File: src/rtl/counter_pkg.sv
// Shared types for the multi-mode flexible counter family.
package counter_pkg;

  typedef enum logic [1:0] {
    WRAP_ONE  = 2'd0,
    WRAP_ZERO = 2'd1,
    SATURATE  = 2'd2,
    ONESHOT   = 2'd3
  } cnt_mode_t;

  localparam logic DIR_UP   = 1'b0;
  localparam logic DIR_DOWN = 1'b1;

endpackage

File: src/rtl/flex_prescaler.sv
// Enable prescaler: emits one tick per (prescale_val+1) enabled cycles unless inhibited.
module flex_prescaler #(
  parameter int NUM_PS_BITS = 4
) (
  input  logic                   clk,
  input  logic                   n_rst,
  input  logic                   restart,
  input  logic                   count_enable,
  input  logic                   inhibit,
  input  logic [NUM_PS_BITS-1:0] prescale_val,
  output logic                   tick
);

  logic [NUM_PS_BITS-1:0] ps;

  assign tick = count_enable && (ps == prescale_val) && !inhibit;

  // A lowered prescale_val below ps simply lets ps wrap around before matching.
  always_ff @(posedge clk or negedge n_rst) begin
    if (!n_rst) begin
      ps <= '0;
    end else if (restart) begin
      ps <= '0;
    end else if (count_enable) begin
      ps <= tick ? '0 : ps + NUM_PS_BITS'(1);
    end
  end

endmodule

File: src/rtl/flex_counter_mm.sv
// Multi-mode up/down counter with parallel load, terminal-count modes and prescaled enable.
module flex_counter_mm
  import counter_pkg::*;
#(
  parameter int NUM_CNT_BITS = 4,
  parameter int NUM_PS_BITS  = 4
) (
  input  logic                    clk,
  input  logic                    n_rst,
  input  logic                    clear,
  input  logic                    load,
  input  logic [NUM_CNT_BITS-1:0] load_val,
  input  logic                    count_enable,
  input  logic                    dir,
  input  logic [1:0]              mode,
  input  logic [NUM_CNT_BITS-1:0] rollover_val,
  input  logic [NUM_PS_BITS-1:0]  prescale_val,
  output logic [NUM_CNT_BITS-1:0] count_out,
  output logic                    rollover_flag,
  output logic                    rollover_pulse,
  output logic                    done
);

  cnt_mode_t               mode_e;
  logic                    tick;
  logic [NUM_CNT_BITS-1:0] term;
  logic [NUM_CNT_BITS-1:0] restart_val;
  logic [NUM_CNT_BITS-1:0] count_p0;
  logic [NUM_CNT_BITS-1:0] count_nxt;
  logic                    flag_p0;
  logic                    flag_nxt;
  logic                    pulse_p0;
  logic                    pulse_nxt;
  logic                    done_p0;
  logic                    done_nxt;

  function automatic logic [NUM_CNT_BITS-1:0] step_count(
    input logic [NUM_CNT_BITS-1:0] cur,
    input logic                    down
  );
    step_count = down ? cur - NUM_CNT_BITS'(1) : cur + NUM_CNT_BITS'(1);
  endfunction

  assign mode_e = cnt_mode_t'(mode);

  flex_prescaler #(
    .NUM_PS_BITS(NUM_PS_BITS)
  ) u_prescaler (
    .clk          (clk),
    .n_rst        (n_rst),
    .restart      (clear | load),
    .count_enable (count_enable),
    .inhibit      (done_p0),
    .prescale_val (prescale_val),
    .tick         (tick)
  );

  always_comb begin
    term        = (dir == DIR_UP) ? rollover_val : '0;
    restart_val = '0;
    if (dir == DIR_DOWN) begin
      restart_val = rollover_val;
    end else if (mode_e == WRAP_ONE) begin
      restart_val = NUM_CNT_BITS'(1);
    end
  end

  always_comb begin
    count_nxt = count_p0;
    pulse_nxt = 1'b0;
    done_nxt  = done_p0;
    if (clear) begin
      count_nxt = '0;
      done_nxt  = 1'b0;
    end else if (load) begin
      count_nxt = load_val;
      done_nxt  = 1'b0;
    end else if (tick) begin
      if (count_p0 != term) begin
        count_nxt = step_count(count_p0, dir);
      end else if (mode_e == WRAP_ONE || mode_e == WRAP_ZERO) begin
        count_nxt = restart_val;
      end
      // Pulse only on arrival, so a saturated count does not re-fire.
      pulse_nxt = (count_nxt == term) && (count_p0 != term);
      if (mode_e == ONESHOT && count_nxt == term) begin
        done_nxt = 1'b1;
      end
    end
    flag_nxt = (count_nxt == term);
  end

  // Stage p0: count and flag registers
  always_ff @(posedge clk or negedge n_rst) begin
    if (!n_rst) begin
      count_p0 <= '0;
      flag_p0  <= 1'b0;
      pulse_p0 <= 1'b0;
      done_p0  <= 1'b0;
    end else begin
      count_p0 <= count_nxt;
      flag_p0  <= flag_nxt;
      pulse_p0 <= pulse_nxt;
      done_p0  <= done_nxt;
    end
  end

  assign count_out      = count_p0;
  assign rollover_flag  = flag_p0;
  assign rollover_pulse = pulse_p0;
  assign done           = done_p0;

endmodule

File: config.mk
export PLATFORM = sky130hd
export DESIGN_NAME = flex_counter_mm
export DESIGN_NICKNAME = d
export VERILOG_FILES = /design/src/rtl/counter_pkg.sv /design/src/rtl/flex_prescaler.sv /design/src/rtl/flex_counter_mm.sv
export SDC_FILE = /design/constraint.sdc
export NUM_CORES = 1
export LEC_CHECK = 0
export CAP_MARGIN = 10
export CORE_UTILIZATION = 27
export CTS_CLUSTER_SIZE = 20
export DETAILED_ROUTE_END_ITERATION = 8
export GPL_TIMING_DRIVEN = 0
export SYNTH_ARGS = -nofsm -noshare
export SYNTH_HDL_FRONTEND = slang
export SYNTH_SLANG_ARGS = --single-unit
File: constraint.sdc
create_clock -name clk -period 2.7 [get_ports clk]
set_input_delay 0.405 -clock clk [delete_from_list [all_inputs] [get_ports clk]]
set_output_delay 0.405 -clock clk [all_outputs]
set_load 0.03 [all_outputs]
---- Yosys cells after proc, flatten, opt, wreduce, memory -nomap -nowiden ----
Index checks and enable logic that the tools add are counted.
word-level totals
  flip-flop bits (word level) ............. 11
  output and inout bits ................... 7
operators by class
  $add $sub $neg .......................... 3
  eq/ne operators ......................... 6
  multiplexer cells ....................... 22
  bitwise logic cells ..................... 1
  reductions and logical operators ........ 11
operators by type and width
  cell                                                                 number
  4-bit 2-to-1 mux                                                     14
  4-bit == test                                                        3
  4-bit by 1-bit adder with 4-bit output (second input constant)       2
  1-bit 2-to-1 mux                                                     8
  3-bit nonzero test                                                   2
  1-bit logical AND                                                    4
  4-bit != test                                                        1
  4-bit by 1-bit subtractor with 4-bit output (second input constant)  1
  2-bit by 1-bit == test with 1-bit output (second input constant)     1
  2-bit == test (second input constant)                                1
  2-bit logical NOT                                                    1
  2-bit AND reduction                                                  1
  2-bit nonzero test                                                   1
  1-bit logical NOT                                                    1
  1-bit logical OR                                                     1
  1-bit bitwise OR                                                     1

---- Longest topological paths before layout ----
  word-level depth ........................ 14
  gate-level depth with buffers ........... 9
  depth with buffers taken out ............ 8

---- Modules after synthesis ----
A second synthesis with hierarchy kept.
unflattened totals
  cells, all modules ...................... 129
  area total of the unflattened synthesis .. 1128.6 sq um
modules (own cells, without submodules)
  module           times used  cells an instance  area each (sq um)
  flex_counter_mm  1           97                 829.5
  flex_prescaler   1           32                 299.0

---- Worst setup path after synthesis ----
OpenSTA, ideal clock, no wires.
  path type ............................... reg2reg
  start point ............................. register count_p0[0], in the netlist count_out[0]
  end point ............................... register flag_p0, in the netlist rollover_flag
  arrival ................................. 2.313 ns
  setup slack ............................. 0.276 ns
  cell stages (with the launch flop) ...... 7
  path buffers ............................ 0
  period minus slack after synthesis ...... 2.424 ns
  path through ............................ dfrtp_1 > or4_4 > a32oi_4 > mux2_2 > a221oi_1 > a31oi_1 > a2111oi_2
on the way
  longest elaborated chain between the ends .. 10
  elaborated cells on any way between the ends .. 13
  those cells by class .................... 2 x add/sub; 2 x eq/ne; 9 x mux
RTL lines
  item                                                                                                          line                    text
  start, declared                                                                                               flex_counter_mm.sv:28   logic [NUM_CNT_BITS-1:0] count_p0;
  start signal, assigned                                                                                        flex_counter_mm.sv:101  count_p0 <= count_nxt;
  4-bit by 1-bit adder with 4-bit output / 4-bit by 1-bit subtractor with 4-bit output (equally long branches)  flex_counter_mm.sv:41   step_count = down ? cur - NUM_CNT_BITS'(1) : cur + NUM_CNT_BITS'(1);
  4-bit 2-to-1 mux                                                                                              flex_counter_mm.sv:41
  4-bit 2-to-1 mux                                                                                              flex_counter_mm.sv:79   if (count_p0 != term) begin
  4-bit 2-to-1 mux                                                                                              flex_counter_mm.sv:78   end else if (tick) begin
  4-bit 2-to-1 mux                                                                                              flex_counter_mm.sv:75   end else if (load) begin
  4-bit 2-to-1 mux                                                                                              flex_counter_mm.sv:72   if (clear) begin
  4-bit 2-to-1 mux *                                                                                            flex_counter_mm.sv:78
  4-bit 2-to-1 mux *                                                                                            flex_counter_mm.sv:75
  4-bit 2-to-1 mux *                                                                                            flex_counter_mm.sv:72
  4-bit == test *                                                                                               flex_counter_mm.sv:90   flag_nxt = (count_nxt == term);
  named net flag_nxt                                                                                            flex_counter_mm.sv:31   logic flag_nxt;
  end signal, assigned                                                                                          flex_counter_mm.sv:102  flag_p0 <= flag_nxt;
  end, declared                                                                                                 flex_counter_mm.sv:30   logic flag_p0;
The timed path passes the listed nets; every way through them passes the cells marked *. The select of a mux whose other input is x is not followed.
A chain may end at the register's enable or synchronous reset.

---- Worst setup path after layout ----
Ends and elaborated chain as after synthesis.

==> reports/metrics.cfg <==
[run_status]
status=complete, no violations

[cts]
cts_tree=done
cts.sinks=11
root_buffer=clkbuf_8
clkLatencyLatePin_ns=0.23
ctsHoldBuffers=0
numCtsBuffers=3
cts.clk_slew.worst_paths_ns=0.05
htreeDepth=1
clockBufferDepth=2

[synthesis]
yosys.area.top_type_share=0.2033
yosysWarnings=0
syn_area_um2=1354
synth_ff_type=dfrtp_1
syn_nets=186
synth-simple-area-share=0.2745
synth_mux_area_frac=0.06100
synth_fa_ha_area_frac=0.04251
synthArstFlopShare=1.000
synthCells=162
yosysMostFrequentCell=nor2_1
yosys-top-cells-count=nor2_1, dfrtp_1, xnor2_1
synth_xor_xnor_area_share=0.07763
synth.area.top_cells=dfrtp_1, xnor2_1, mux2i_1
avgSynthCellArea_um2=8.357
ys_seq_area_frac=0.2033
synth_edf_count=0
synth_top_area_cell=dfrtp_1
ys_seq_elements=11
ys_types=55
synth_compound_area_frac=0.2745
synth_top_family_by_area=simple AND/OR/NAND/NOR gates

[floorplan]
rows=25
io_pins=27
start_util=0.2829
fp.dieH_um=72.81
die-area_um2=5301
die_w_um=72.81
coreArea_um2=4786

[layout]
fillers=525
final_area_um2=1748
drive_gt1_frac=0.1406
multi_input_area_um2=994.7
diodes=0
area_delta_synth_final_pct=29.11
regArea_um2=279.0
layout.nets=217

[timing]
setup_slack_ns=0.1102
setup_tns_ns=0
min_period_over_period=0.9592
setup_viol=0
fmax_mhz=386.1
clock_skew_ns=0.003424
fin_crit_ns=2.590
finalHoldViolCount=0
rsz0062_at_grt=false
worst_pin_slew_ns=0.4851
slew_viol_final=0
hold_ws_ns=0.4958
maxSlewHeadroom=0.6766

[place]
portBuffers=23
gp_congestion=0.8722
dp_slack_ns=-0.4369
postPlaceCellArea_um2=1668
dpl.hpwl_um=2873

[critical_path]
crit_start=count_out[0]$_DFF_PN0_
r2r-start=count_out[0]$_DFF_PN0_
cp-start-kind=flop
crit_end=rollover_flag$_DFF_PN0_
required_ns=2.81
worstPathMaxFanout=9
cp-end-kind=flop
crit_family=compound AO/OA/AOI/OAI gates
arrival_ns=2.70
rr_worst_depth=6
crit_cells=6
crit_buf_inv=0
timing.rr.end=rollover_flag$_DFF_PN0_
path_class=flop to flop
path_cells=or4_4 > a32oi_4 > mux2_2 > a221oi_1 > a31oi_1 > a2111oi_2
r2r_setup_slack_ns=0.11
cpMaxStageDelayCell=or4_4
slowest_delay_ns=0.55

[drt]
drt_iter0_markers=86
dr.pass1.iters=4
drcViolationCount=0
via_per_inst=5.112
antenna_left=0
wl_per_cell_um=14.41
vias=1324
postRouteWirelength_um=3731

[global_routing]
grt.total_usage=0.1533
first_global_vias=1257
grt_max_degree=12
antenna_found_initial=0
gr-total-overflow=0
grt_pass1_wl_um=6258

[worst_hold_path]
hold_class=input port to asynchronous set/reset pin

[power]
finalPower_uw=598.5
power_density_nw_per_um2=342.4
p_leak_uw=0.0006712
vdd_ir_drop_max_mv=0.1810

[run]
max_cap_viol_count=0

-- final cells by class --
| type | instances | share of cell area |
|---|---|---|
| flip-flops and latches | 11 | 0.1596 |
| multi-input cells | 133 | 0.5691 |
| inverters | 8 | 0.01718 |
| clock buffers | 4 | 0.02577 |
| well taps | 67 | 0.04796 |
| plain buffers | 10 | 0.03794 |
| repair buffers | 26 | 0.1424 |
-- stage by stage --
stage / cells / util
after detailed placement: 252 / 0.3485
after floorplan: 162 / -
final: 259 / 0.3652
after global routing: 259 / 0.3652
after CTS: 257 / 0.3592
after global placement: 252 / 0.3485
-- cells by family after synthesis --
family          after synthesis
flops                        11
xor+xnor                     12
simple gates                 64
mux                           8
compound gates               45
fa+ha+maj                     4
buf+inv                      18
-- power breakdown --
group / internal [uW] / total, uW / switching, uW
Clock: 103 / 159 / 55.8
Combinational: 119 / 254 / 135
Sequential: 173 / 186 / 13.0
-- cells in the final DEF, fill, tap and decap left out, types with 3 or more instances in the layout --
cell type and instances:
a21oi_1 8, a31oi_1 3, and3_1 3, buf_4 3, clkbuf_1 6, clkbuf_8 3
clkdlybuf4s50_1 19, dfrtp_1 8, dfrtp_2 3, ha_1 3, inv_1 8, mux2i_1 6
nand2_1 8, nand2b_1 3, nand4_1 4, nor2_1 15, nor2b_1 6, nor3_1 8
o21ai_0 8, xnor2_1 10
-- flip-flops by register name, summed over array words and instances (netlist names) --
signal,cells
rollover_pulse,1
u_prescaler.ps,4
rollover_flag,1
count_out,4
done,1
-- per-layer routing --
layer,up-vias,part of all wire,GRT usage
met2,27,0.46,0.2368
li1,662,-,-
met3,5,0.045,0.02624
met5,-,0,0
met4,0,0.010,0.03922
met1,630,0.48,0.2203
-- worst min-delay path by stage --
stage                                start  cells past startpoint  slack, ns                       endpoint
after floorplan                      n_rst                      0       0.11         count_out[0]$_DFF_PN0_
after global placement    done$_DFFE_PN0P_                      1       0.54               done$_DFFE_PN0P_
after detailed placement  done$_DFFE_PN0P_                      1       0.55               done$_DFFE_PN0P_
after CTS                            n_rst                      1       0.51  u_prescaler.ps[0]$_DFFE_PN0P_
after global routing                 n_rst                      1       0.54  u_prescaler.ps[0]$_DFFE_PN0P_
final                                n_rst                      1       0.50  u_prescaler.ps[0]$_DFFE_PN0P_
-- what timing repair did --
action / in CTS / in global routing
cloned: 0 / 0
gates resized for setup: 4 / 9
setup endpoints to repair: 3 / 3
pin swaps: 1 / 2
endpoints found under the hold margin: 0 / 0
buffers inserted: 1 / 2
(Power assumes the default switching activity.)
